--- config.mk ---
export PLATFORM = sky130hd
export DESIGN_NAME = pong_game_ctrl
export DESIGN_NICKNAME = d
export VERILOG_FILES = /design/src/rtl/pong_game_ctrl.sv
export SDC_FILE = /design/constraint.sdc
export NUM_CORES = 1
export LEC_CHECK = 0
export CELL_PAD_IN_SITES_DETAIL_PLACEMENT = 1
export CELL_PAD_IN_SITES_GLOBAL_PLACEMENT = 1
export CORE_MARGIN = 2
export CORE_UTILIZATION = 43
export DETAILED_ROUTE_END_ITERATION = 16
export DONT_BUFFER_PORTS = 1
export PLACE_DENSITY = 0.75
export REMOVE_ABC_BUFFERS = 1
export SLEW_MARGIN = 10
export SYNTH_ARGS = -nofsm -noshare
export SYNTH_HDL_FRONTEND = slang
export SYNTH_SLANG_ARGS = --single-unit
export TNS_END_PERCENT = 5
--- constraint.sdc ---
create_clock -name clk -period 1.9 [get_ports clk]
set_clock_uncertainty 0.1 [all_clocks]
set_input_delay 0.38 -clock clk [delete_from_list [all_inputs] [get_ports clk]]
set_output_delay 0.38 -clock clk [all_outputs]
set_load 0.03 [all_outputs]
--- src/rtl/pong_game_ctrl.sv ---
`default_nettype none
// +--------------------------------------------------------------------------+
// | Module      : pong_game_ctrl                                             |
// | Description : Game sequencer for the Pong datapath. Tracks both scores,  |
// |               inserts serve and game-over delays counted in frame ticks, |
// |               decides the winner and drives gra_still to pong_graph.     |
// | Ports       : clk, reset (async, active-high)                            |
// |               tick      - one-clk pulse per frame                        |
// |               btn[3:0]  - debounced buttons, any rising edge starts      |
// |               hit[1:0]  - paddle-hit pulses (left, right)                |
// |               miss, miss_side - ball out of field, exit side            |
// |               gra_still, state[1:0], score_l/r[3:0], winner, serve_dir   |
// |               rally_cnt[7:0], rally_max[7:0] (RALLY_CNT_EN only)         |
// | Options     : `define RALLY_CNT_EN adds the rally hit counter outputs.   |
// | Revision    : 1.0 - initial release                                      |
// +--------------------------------------------------------------------------+
module pong_game_ctrl #(
    parameter int WIN_SCORE    = 7,
    parameter int SERVE_FRAMES = 60,
    parameter int OVER_FRAMES  = 180
) (
    input  logic       clk,
    input  logic       reset,
    input  logic       tick,
    input  logic [3:0] btn,
    input  logic [1:0] hit,
    input  logic       miss,
    input  logic       miss_side,
    output logic       gra_still,
    output logic [1:0] state,
    output logic [3:0] score_l,
    output logic [3:0] score_r,
    output logic       winner,
    output logic       serve_dir
`ifdef RALLY_CNT_EN
    ,
    output logic [7:0] rally_cnt,
    output logic [7:0] rally_max
`endif
);

    localparam logic [1:0] c_ST_NEWGAME = 2'b00;
    localparam logic [1:0] c_ST_PLAY    = 2'b01;
    localparam logic [1:0] c_ST_NEWBALL = 2'b10;
    localparam logic [1:0] c_ST_OVER    = 2'b11;

    localparam logic [3:0] c_WIN_SCORE  = 4'(WIN_SCORE);
    localparam logic [7:0] c_SERVE_LOAD = 8'(SERVE_FRAMES - 1);
    localparam logic [7:0] c_OVER_LOAD  = 8'(OVER_FRAMES - 1);

    logic [1:0] r_state, w_state_nxt;
    logic [7:0] r_timer, w_timer_nxt;
    logic [3:0] r_btn_prev;
    logic [3:0] r_score_l, w_score_l_nxt;
    logic [3:0] r_score_r, w_score_r_nxt;
    logic       r_winner, w_winner_nxt;
    logic       r_serve_dir, w_serve_dir_nxt;
    logic       r_gra_still, w_gra_still_nxt;
    logic       w_start;
    logic [3:0] w_inc_l;
    logic [3:0] w_inc_r;

    assign w_start = |(btn & ~r_btn_prev);
    assign w_inc_l = r_score_l + 4'd1;
    assign w_inc_r = r_score_r + 4'd1;

    always_ff @(posedge clk or posedge reset) begin
        if (reset) begin
            r_state     <= c_ST_NEWGAME;
            r_timer     <= 8'd0;
            r_btn_prev  <= 4'd0;
            r_score_l   <= 4'd0;
            r_score_r   <= 4'd0;
            r_winner    <= 1'b0;
            r_serve_dir <= 1'b0;
            r_gra_still <= 1'b1;
        end else begin
            r_state     <= w_state_nxt;
            r_timer     <= w_timer_nxt;
            r_btn_prev  <= btn;
            r_score_l   <= w_score_l_nxt;
            r_score_r   <= w_score_r_nxt;
            r_winner    <= w_winner_nxt;
            r_serve_dir <= w_serve_dir_nxt;
            r_gra_still <= w_gra_still_nxt;
        end
    end

    always_comb begin
        w_state_nxt     = r_state;
        w_timer_nxt     = r_timer;
        w_score_l_nxt   = r_score_l;
        w_score_r_nxt   = r_score_r;
        w_winner_nxt    = r_winner;
        w_serve_dir_nxt = r_serve_dir;
        case (r_state)
            c_ST_NEWGAME: begin
                w_score_l_nxt = 4'd0;
                w_score_r_nxt = 4'd0;
                if (w_start) w_state_nxt = c_ST_PLAY;
            end
            c_ST_PLAY: begin
                // Leaving PLAY on the first miss cycle guarantees one point
                // per miss episode; hit has no say in the sequencing.
                if (miss) begin
                    if (miss_side) begin
                        w_score_l_nxt   = w_inc_l;
                        w_serve_dir_nxt = 1'b0;
                        if (w_inc_l == c_WIN_SCORE) begin
                            w_state_nxt  = c_ST_OVER;
                            w_timer_nxt  = c_OVER_LOAD;
                            w_winner_nxt = 1'b0;
                        end else begin
                            w_state_nxt = c_ST_NEWBALL;
                            w_timer_nxt = c_SERVE_LOAD;
                        end
                    end else begin
                        w_score_r_nxt   = w_inc_r;
                        w_serve_dir_nxt = 1'b1;
                        if (w_inc_r == c_WIN_SCORE) begin
                            w_state_nxt  = c_ST_OVER;
                            w_timer_nxt  = c_OVER_LOAD;
                            w_winner_nxt = 1'b1;
                        end else begin
                            w_state_nxt = c_ST_NEWBALL;
                            w_timer_nxt = c_SERVE_LOAD;
                        end
                    end
                end
            end
            c_ST_NEWBALL: begin
                if (tick) begin
                    if (r_timer == 8'd0) w_state_nxt = c_ST_PLAY;
                    else                 w_timer_nxt = r_timer - 8'd1;
                end
            end
            default: begin  // c_ST_OVER
                if (tick) begin
                    if (r_timer == 8'd0) begin
                        w_state_nxt   = c_ST_NEWGAME;
                        w_score_l_nxt = 4'd0;
                        w_score_r_nxt = 4'd0;
                    end else begin
                        w_timer_nxt = r_timer - 8'd1;
                    end
                end
            end
        endcase
        // Derived from the next state so it changes in the same clk as state.
        w_gra_still_nxt = (w_state_nxt != c_ST_PLAY);
    end

    assign gra_still = r_gra_still;
    assign state     = r_state;
    assign score_l   = r_score_l;
    assign score_r   = r_score_r;
    assign winner    = r_winner;
    assign serve_dir = r_serve_dir;

`ifdef RALLY_CNT_EN
    logic [7:0] r_rally_cnt, w_rally_cnt_nxt;
    logic [7:0] r_rally_max, w_rally_max_nxt;

    always_comb begin
        w_rally_cnt_nxt = r_rally_cnt;
        if (r_state == c_ST_PLAY && (|hit) && r_rally_cnt != 8'hFF)
            w_rally_cnt_nxt = r_rally_cnt + 8'd1;
        // Entering NEWBALL or NEWGAME starts a fresh rally.
        if (w_state_nxt != r_state &&
            (w_state_nxt == c_ST_NEWBALL || w_state_nxt == c_ST_NEWGAME))
            w_rally_cnt_nxt = 8'd0;
        w_rally_max_nxt = (w_rally_cnt_nxt > r_rally_max) ? w_rally_cnt_nxt : r_rally_max;
    end

    always_ff @(posedge clk or posedge reset) begin
        if (reset) begin
            r_rally_cnt <= 8'd0;
            r_rally_max <= 8'd0;
        end else begin
            r_rally_cnt <= w_rally_cnt_nxt;
            r_rally_max <= w_rally_max_nxt;
        end
    end

    assign rally_cnt = r_rally_cnt;
    assign rally_max = r_rally_max;
`else
    // Without the rally counter nothing consumes the hit pulses.
    logic w_unused_hit;
    assign w_unused_hit = &{1'b0, hit};
`endif

endmodule
`default_nettype wire

; ---- Word-level counts from Yosys, hierarchy flattened
; Index checks and enable logic that the tools add are counted.
[word_totals]
regBits = 25
latchBits = 0
ramBits = 0
rom_bits = 0
in_bits = 11
output_inout_bits = 13
word_cells = 66
mem_count = 0
[classes]
n_addsub = 3
multipliers = 0
div = 0
magnitude_cmp = 0
n_eq_ne = 10
shift = 0
mux = 29
bitwise = 4
n_reduce_logical = 12
[op_table]
columns = op, count
row1 = 8-bit two-way mux, 6
row2 = 4-bit two-way mux, 6
row3 = 4-bit one-hot mux with 3 select lines, 2
row4 = 8-bit one-hot mux with 2 select lines, 1
row5 = 2-bit two-way mux, 7
row6 = 5-bit AND reduction, 2
row7 = 4-bit by 1-bit adder with 4-bit output (second input constant), 2
row8 = 4-bit by 3-bit equality test with 1-bit output (second input constant), 2
row9 = 8-bit logical NOT, 1
row10 = 4-bit AND reduction, 2
row11 = 8-bit by 1-bit subtractor with 8-bit output (second input constant), 1
row12 = 1-bit two-way mux, 6
row13 = 2-bit by 1-bit != test with 1-bit output (second input constant), 3
row14 = 2-bit != test (second input constant), 3
row15 = 2-bit one-hot mux with 3 select lines, 1
row16 = 3-bit nonzero test, 2
row17 = 4-bit AND, 1
row18 = 4-bit NOT, 1
row19 = 2-bit nonzero test, 2
row20 = 4-bit OR reduction, 1
row21 = 2-bit by 1-bit equality test with 1-bit output (second input constant), 1
row22 = 2-bit equality test (second input constant), 1
row23 = 2-bit logical NOT, 1
row24 = 1-bit NOT, 2
row25 = 2-bit AND reduction, 1

; ---- Depth between registers and ports, before layout
; Gate-level depths: netlist (run 1).
[logic_depth]
depth_word = 7
depth_mapped = 6
ltp_nobuf = 6

; ---- Worst setup path after synthesis (run 1)
; No wires, ideal clock.
[synth_path]
path_kind = reg2reg
start = register r_timer[0]
end = register r_timer[3]
setup_ns = 0.121
arrival_ns = 1.743
setup_slack_ns = -0.064
path_stages_with_launch = 7
path_buffers = 0
synth_period_minus_slack_ns = 1.964
path_cell_list = dfrtp_1 > inv_1 > ha_1 > nor3b_1 > a21oi_2 > a221o_1 > a22o_1
[synth_via]
elab_chain_len = 4
word_cells_on_any_way = 7
[synth_rtl]
columns = item, line
row1 = "start, declared", 52  ; logic [7:0] r_timer, w_timer_nxt;
row2 = "start signal, assigned", 79  ; r_timer <= w_timer_nxt;
row3 = 8-bit by 1-bit subtractor with 8-bit output, "134, 144"
row4 = 8-bit two-way mux, "133, 139"
row5 = 8-bit two-way mux, 138  ; if (tick) begin
row6 = 8-bit one-hot mux with 2 select lines, 96  ; case (r_state)
; Several ways; a longest one is shown, not always the timed one. The select of a mux whose other input is x is not followed.
; A chain may end at the register's enable or synchronous reset.

; ---- Worst setup path in the final report (run 1)
[layout_path]
start = register r_timer[4]
end = register r_timer[3]
[layout_via]
elab_chain_len = 3
[layout_rtl]
columns = item, line
row1 = 8-bit logical NOT, "133, 139"
row2 = 2-bit by 1-bit != test with 1-bit output (no line), n/a
row3 = 4-bit AND reduction (no line), n/a
; No other way between the ends.

==> reports/qor.csv, run 1 <==
stage;metric;value;unit
run_status;status;complete, no violations;
place;Final HPWL DP;2501;um
cells_and_area;Final Net Count;180;
global_routing;first-pass GRT wire length;5871;um
cells_and_area;synthesis-to-finish area growth;29.23;%
worst_setup_path;reg2reg path depth;4;
pwr;VDD IR max;0.6608;mV
pwr;Final Power;2.094;mW
worst_setup_path;critical register-to-register path endpoint;r_timer[3]$_DFFE_PP0P_;
cells_and_area;Antenna diodes;0;
place;I/O Buffers;0;
detailed_routing;drt drc;0;
synthesis;EDFF count, synth;0;
worst_setup_path;FF-to-FF Start;r_timer[4]$_DFFE_PP0P_;
clock_tree;CTS max path bufs;2;
clock_tree;CTS tree;built;
floorplanning;Core ar.;2978;um2
synthesis;Synth top area share;45.41;%
synthesis;synthesized area;1323;um2
global_routing;vias in the first global route;1262;
worst_setup_path;worst endpoint required time;2.04;ns
clock_tree;Worst-path clk slew;0.15;ns
worst_setup_path;CP Class;flop to flop;
timing;final setup fails;0;
detailed_routing;final wirelength;3708;um
timing;PnR worst setup slack;0.07459;ns
synthesis;flops & latches, synth;25;
synthesis;ys flop type;dfrtp_1;
floorplanning;# rows;20;
min_path;Hold WC Path Type;input pin to flop;
clock_tree;H-tree levels;1;
pwr;LEAKAGE;0.7463;nW
global_routing;Global Route Usage Sum;22.67;%
clock_tree;CTS Root Cell;clkbuf_4;
floorplanning;DIE AREA;3535;um2
job;maxcap violations;0;
place;Place WS;-0.1016;ns
synthesis;register area share after synthesis;47.40;%
timing;Worst Tran Pin Value;0.5060;ns
global_routing;grt ovf;0;
global_routing;largest net degree at the start of global routing;26;
cells_and_area;ratio of cells with drive above 1 in the final layout;27.16;%
detailed_routing;Initial DRT Pass Iterations;4;
synthesis;Commonest cells post-synth;dfrtp_1 (24), inv_1 (14), nand2_1 (10);
timing;worst-case hold slack;0.08062;ns
timing;f_max;0.5478;GHz
timing;fin. max-slew vios;0;
clock_tree;Num CTS Buffers;3;
synthesis;yosys synthesis warning count;0;
synthesis;most frequent cell after synthesis;dfrtp_1;
clock_tree;Worst-Skew Late Latency;0.33;ns
pwr;Cell Pwr Density;1225;nW/um2
worst_setup_path;reg2reg setup slack;0.07;ns
place;Post-DP Area;1491;um2
synthesis;Synth area leaders;dfrtp_1 (45%), ha_1 (5.7%), inv_1 (4.0%);
synthesis;ys async rst share;100.0;%
worst_setup_path;CP Launch Point;r_timer[4]$_DFFE_PP0P_;
cells_and_area;post-layout util;57.39;%
detailed_routing;DR vias;1179;
floorplanning;die height;59.46;um
detailed_routing;Initial DRC Count;24;
synthesis;Synth Instances;130;
floorplanning;chip width;59.46;um
synthesis;Cell variety after synth;48;
global_routing;antenna violations before repair;0;
timing;min Tclk post-route;1.825;ns
worst_setup_path;crit path DAT;1.97;ns
worst_setup_path;Startpoint Class;flop;
worst_setup_path;crit path to;r_timer[3]$_DFFE_PP0P_;
worst_setup_path;critical path endpoint category;flop;
timing;worst relative slew slack;66.02;%
timing;period utilization;96.07;%
synthesis;area leader, netlist;dfrtp_1;
worst_setup_path;crit path max fanout;5;
place;GPL Wtd Cong;0.7925;
cells_and_area;final cell area excluding filler cells;1709;um2
synthesis;Mean Syn Cell Area;10.17;um2
floorplanning;Initial Util;44.41;%
clock_tree;clk sinks;25;
detailed_routing;vias per std cell;6.046;
detailed_routing;DR WL/cell;19.02;um
detailed_routing;ANT nets after route;0;
timing;Hold Fails Final Rpt;0;
floorplanning;I/O Pins;24;
-- metrics by stage --
stage | setup TNS (ns) | instances
floorplan | -0.06402 | 128
global route | -0.008981 | 195
detailed placement | -0.3703 | 179
CTS | 0 | 188
finish | 0 | 195
global placement | -0.04187 | 179
-- registers in the layout, indices dropped and copies added (netlist names) --
name / flops
gra_still: 1
r_btn_prev: 4
r_timer: 8
score_l: 4
score_r: 4
serve_dir: 1
state: 2
winner: 1
-- repair_timing --
action / in CTS / in global routing
hold endpoints to repair: 28 / 0
setup endpoints to repair: 12 / 9
pin swaps: 1 / 5
gates resized for setup: 5 / 12
hold buffers: 5 / 0
setup buffers: 0 / 7
-- final cells by class --
class / count / area (um2)
clock buffers: 3 / 22.52
fillers: 321 / 1269
repair buffers: 30 / 241.5
inverters: 14 / 52.55
clock inverters: 1 / 7.507
flip-flops and latches: 25 / 628.1
well taps: 33 / 41.29
multi-input cells: 89 / 715.7
-- worst min-delay path by stage --
| stage | from | to | cells past startpoint |
|---|---|---|---|
| 5_1_grt | miss | gra_still$_DFF_PP1_ | 2 |
| 4_1_cts | miss | gra_still$_DFF_PP1_ | 2 |
| 2_1_floorplan | reset | r_btn_prev[0]$_DFF_PP0_ | 1 |
| 6_report | miss | gra_still$_DFF_PP1_ | 2 |
| 3_3_place_gp | reset | score_l[3]$_DFFE_PP0P_ | 2 |
| 3_5_place_dp | reset | score_l[0]$_DFFE_PP0P_ | 2 |
-- cells by family (layout without fill, tap and decap cells) --
| family | count (synthesis) | count (layout) | share of synthesized area, % |
|---|---|---|---|
| and+or+nand+nor | 41 | 41 | 18.26 |
| AOI/OAI and AO/OA | 36 | 36 | 20.06 |
| DFF | 25 | 25 | 47.40 |
| buffers and inverters | 16 | 48 | 4.541 |
| adders and majority gates | 6 | 6 | 5.676 |
| xor gates and xnor gates | 5 | 5 | 3.312 |
| muxes | 1 | 1 | 0.7569 |
-- placed cells by master (no fill, tap or decap), drive strengths merged, types with 4 or more instances in the layout --
cell type / n
buf: 25
dfrtp: 24
inv: 14
nand2: 10
nand3: 6
a21oi: 6
ha: 6
o21ai: 6
dlygate4sd3: 5
o2bb2ai: 4
nor2: 4
nor3: 4
-- routing by layer --
metal / vias up / share of wire, % / GRT usage (%)
li1: 536 / - / -
met2: 34 / 51 / 39.56
met1: 599 / 42 / 26.73
met4: 0 / 2.2 / 9.091
met3: 10 / 5.4 / 5.022
met5: - / 0 / 0
-- report_power, final --
group          switching [mW]  total (mW)  internal (mW)  leakage [nW]
Combinational           0.511       0.940          0.429         0.432
Sequential              0.216       0.897          0.681         0.300
Clock                   0.177       0.258         0.0807        0.0139
Total                   0.904        2.09           1.19         0.746
-- critical path, cell delays in order, from the launching register on --
cell and delay [ns]:
dfrtp_1 0.44, nor4_4 0.53, a21oi_4 0.12, a221o_1 0.35, a22o_1 0.21
Power figures use the tool's default switching activity.
==> run 2: changes to the inputs <==
--- a/config.mk
+++ b/config.mk
@@ -13,7 +13,7 @@
 export DONT_BUFFER_PORTS = 1
 export PLACE_DENSITY = 0.75
 export REMOVE_ABC_BUFFERS = 1
-export SLEW_MARGIN = 10
+export SLEW_MARGIN = 30
 export SYNTH_ARGS = -nofsm -noshare
 export SYNTH_HDL_FRONTEND = slang
 export SYNTH_SLANG_ARGS = --single-unit
==> results of run 2 <==
No change in the layout: final DEF, timing and power equal those of run 1.
==> run 3: changes to the inputs <==
--- a/config.mk
+++ b/config.mk
@@ -8,10 +8,11 @@
 export CELL_PAD_IN_SITES_DETAIL_PLACEMENT = 1
 export CELL_PAD_IN_SITES_GLOBAL_PLACEMENT = 1
 export CORE_MARGIN = 2
-export CORE_UTILIZATION = 43
+export CORE_UTILIZATION = 45
+export CTS_BUF_LIST = sky130_fd_sc_hd__clkbuf_2 sky130_fd_sc_hd__clkbuf_4 sky130_fd_sc_hd__clkbuf_8
 export DETAILED_ROUTE_END_ITERATION = 16
 export DONT_BUFFER_PORTS = 1
-export PLACE_DENSITY = 0.75
+export PLACE_DENSITY = 0.78
 export REMOVE_ABC_BUFFERS = 1
 export SLEW_MARGIN = 30
 export SYNTH_ARGS = -nofsm -noshare
==> reports/qor.csv, run 3 (same netlist as run 1, synthesis figures left out) <==
stage;metric;value;unit;change
run_status;status;complete, no violations;;
cells_and_area;Antenna diodes;0;;unchanged
global_routing;largest net degree at the start of global routing;15;;-42%
place;Final HPWL DP;2524;um;+0.89%
job;maxcap violations;0;;unchanged
detailed_routing;ANT nets after route;0;;unchanged
pwr;Cell Pwr Density;1197;nW/um2;-2.3%
cells_and_area;post-layout util;59.74;%;+2.3 points
global_routing;first-pass GRT wire length;5540;um;-5.6%
timing;min Tclk post-route;1.834;ns;+0.008843 ns
floorplanning;# rows;19;;-5.0%
global_routing;vias in the first global route;1210;;-4.1%
timing;RSZ-0062 raised after global routing;false;;
clock_tree;H-tree levels;1;;unchanged
detailed_routing;DR WL/cell;18.12;um;-4.7%
timing;fin. max-slew vios;0;;unchanged
global_routing;grt ovf;0;;unchanged
timing;f_max;0.5452;GHz;-0.48%
place;I/O Buffers;0;;unchanged
place;GPL Wtd Cong;0.8473;;+6.9%
cells_and_area;max reg flops;8;;unchanged
worst_setup_path;CP Class;flop to flop;;
timing;PnR worst setup slack;0.06574;ns;-0.008843 ns
worst_setup_path;reg2reg setup slack;0.07;ns;about the same
pwr;Final Power;1.989;mW;-5.0%
pwr;VDD IR max;0.7336;mV;+11%
detailed_routing;Initial DRC Count;27;;+13%
timing;final setup fails;0;;unchanged
timing;worst-case hold slack;0.1020;ns;+0.02138 ns
cells_and_area;synthesis-to-finish area growth;25.64;%;
detailed_routing;final wirelength;3498;um;-5.7%
clock_tree;CTS max path bufs;2;;unchanged
floorplanning;DIE AREA;3388;um2;-4.2%
cells_and_area;FILL cells;306;;-4.7%
timing;period utilization;96.54;%;+0.47 points
timing;Hold Fails Final Rpt;0;;unchanged
cells_and_area;most common library cell in the layout ignoring fill and taps;buf_4;;
worst_setup_path;worst endpoint required time;2.01;ns;-0.03 ns
cells_and_area;Final Net Count;180;;unchanged
worst_setup_path;crit path DAT;1.95;ns;-0.02 ns
timing;worst relative slew slack;66.75;%;+0.74 points
clock_tree;Num CTS Buffers;3;;unchanged
floorplanning;chip width;58.21;um;-2.1%
global_routing;Global Route Usage Sum;22.01;%;-0.66 points
clock_tree;CTS Root Cell;clkbuf_4;;
pwr;LEAKAGE;0.7393;nW;-0.95%
worst_setup_path;crit path max fanout;2;;-3
place;Place WS;-0.01988;ns;+0.08169 ns
clock_tree;clk sinks;25;;unchanged
timing;setup TNS;0;ns;unchanged
worst_setup_path;critical path endpoint category;flop;;
worst_setup_path;Startpoint Class;flop;;
floorplanning;I/O Pins;24;;unchanged
timing;Worst Tran Pin Value;0.4981;ns;-0.007818 ns
cells_and_area;most frequent cells in the layout;buf_4 (24), dfrtp_1 (22), inv_1 (12);;
clock_tree;CTS tree;built;;
detailed_routing;DR vias;1157;;-1.9%
global_routing;antenna violations before repair;0;;unchanged
floorplanning;die height;58.21;um;-2.1%
cells_and_area;ratio of cells with drive above 1 in the final layout;25.93;%;-1.2 points
floorplanning;Initial Util;47.55;%;+3.1 points
floorplanning;Core ar.;2781;um2;-6.6%
detailed_routing;drt drc;0;;unchanged
min_path;Hold WC Path Type;input pin to flop;;
clock_tree;Worst-Skew Late Latency;0.31;ns;-0.02 ns
detailed_routing;Initial DRT Pass Iterations;4;;unchanged
detailed_routing;vias per std cell;5.995;;-0.85%
clock_tree;Worst-path clk slew;0.14;ns;about the same
cells_and_area;Most flops, register;r_timer;;
[run 3: layout make-up]
class / instances / area (um2) / share of cell area [%]
clock buffers: 3 / 22.52 / 1.355
multi-input cells: 89 / 671.9 / 40.44
clock inverters: 1 / 5.005 / 0.3012
well taps: 31 / 38.79 / 2.334
repair buffers: 30 / 241.5 / 14.53
flip-flops and latches: 25 / 629.4 / 37.88
inverters: 14 / 52.55 / 3.163
[run 3: power by group]
group          internal, mW  switching, mW
clock network        0.0786          0.155
logic                 0.376          0.461
registers             0.685          0.233
[run 3: path summary, 6_finish.rpt]
check	from	endpoint	cells after the start
min	miss	gra_still$_DFF_PP1_	2
max in group asynchronous	reset	r_timer[5]$_DFFE_PP0P_	3
min reg2reg	r_timer[6]$_DFFE_PP0P_	r_timer[6]$_DFFE_PP0P_	1
min in group asynchronous	reset	score_l[0]$_DFFE_PP0P_	2
max	r_timer[0]$_DFFE_PP0P_	r_timer[3]$_DFFE_PP0P_	7
max reg2reg	r_timer[0]$_DFFE_PP0P_	r_timer[3]$_DFFE_PP0P_	7
[run 3: per-stage QoR]
stage,area (um2),std cells
2_1_floorplan,1315,128
3_3_place_gp,1504,179
3_5_place_dp,1504,179
4_1_cts,1587,188
5_1_grt,1662,193
6_report,1662,193
[run 3: critical path, stage by stage (launching register included)]
cell     delay, ns
dfrtp_1       0.42
inv_2         0.09
ha_4          0.14
nor3b_4       0.23
buf_6         0.13
a21oi_2       0.06
a221o_1       0.35
a22o_1        0.21
[run 3: repair_timing]
item                                   in CTS  in global routing
pin swaps                                   0                  4
hold buffers                                5                  0
setup buffers                               0                  5
setup endpoints to repair                   3                 10
gates resized for setup                     1                 10
endpoints found under the hold margin      14                  0
[run 3: per-layer routing]
| metal | wire length [um] | track usage [%] | share of wire [%] |
|---|---|---|---|
| met4 | 68 | 6.312 | 1.9 |
| met1 | 1504 | 26.36 | 43 |
| met3 | 148 | 4.018 | 4.2 |
| met2 | 1777 | 40.10 | 51 |
| met5 | 0 | 0 | 0 |
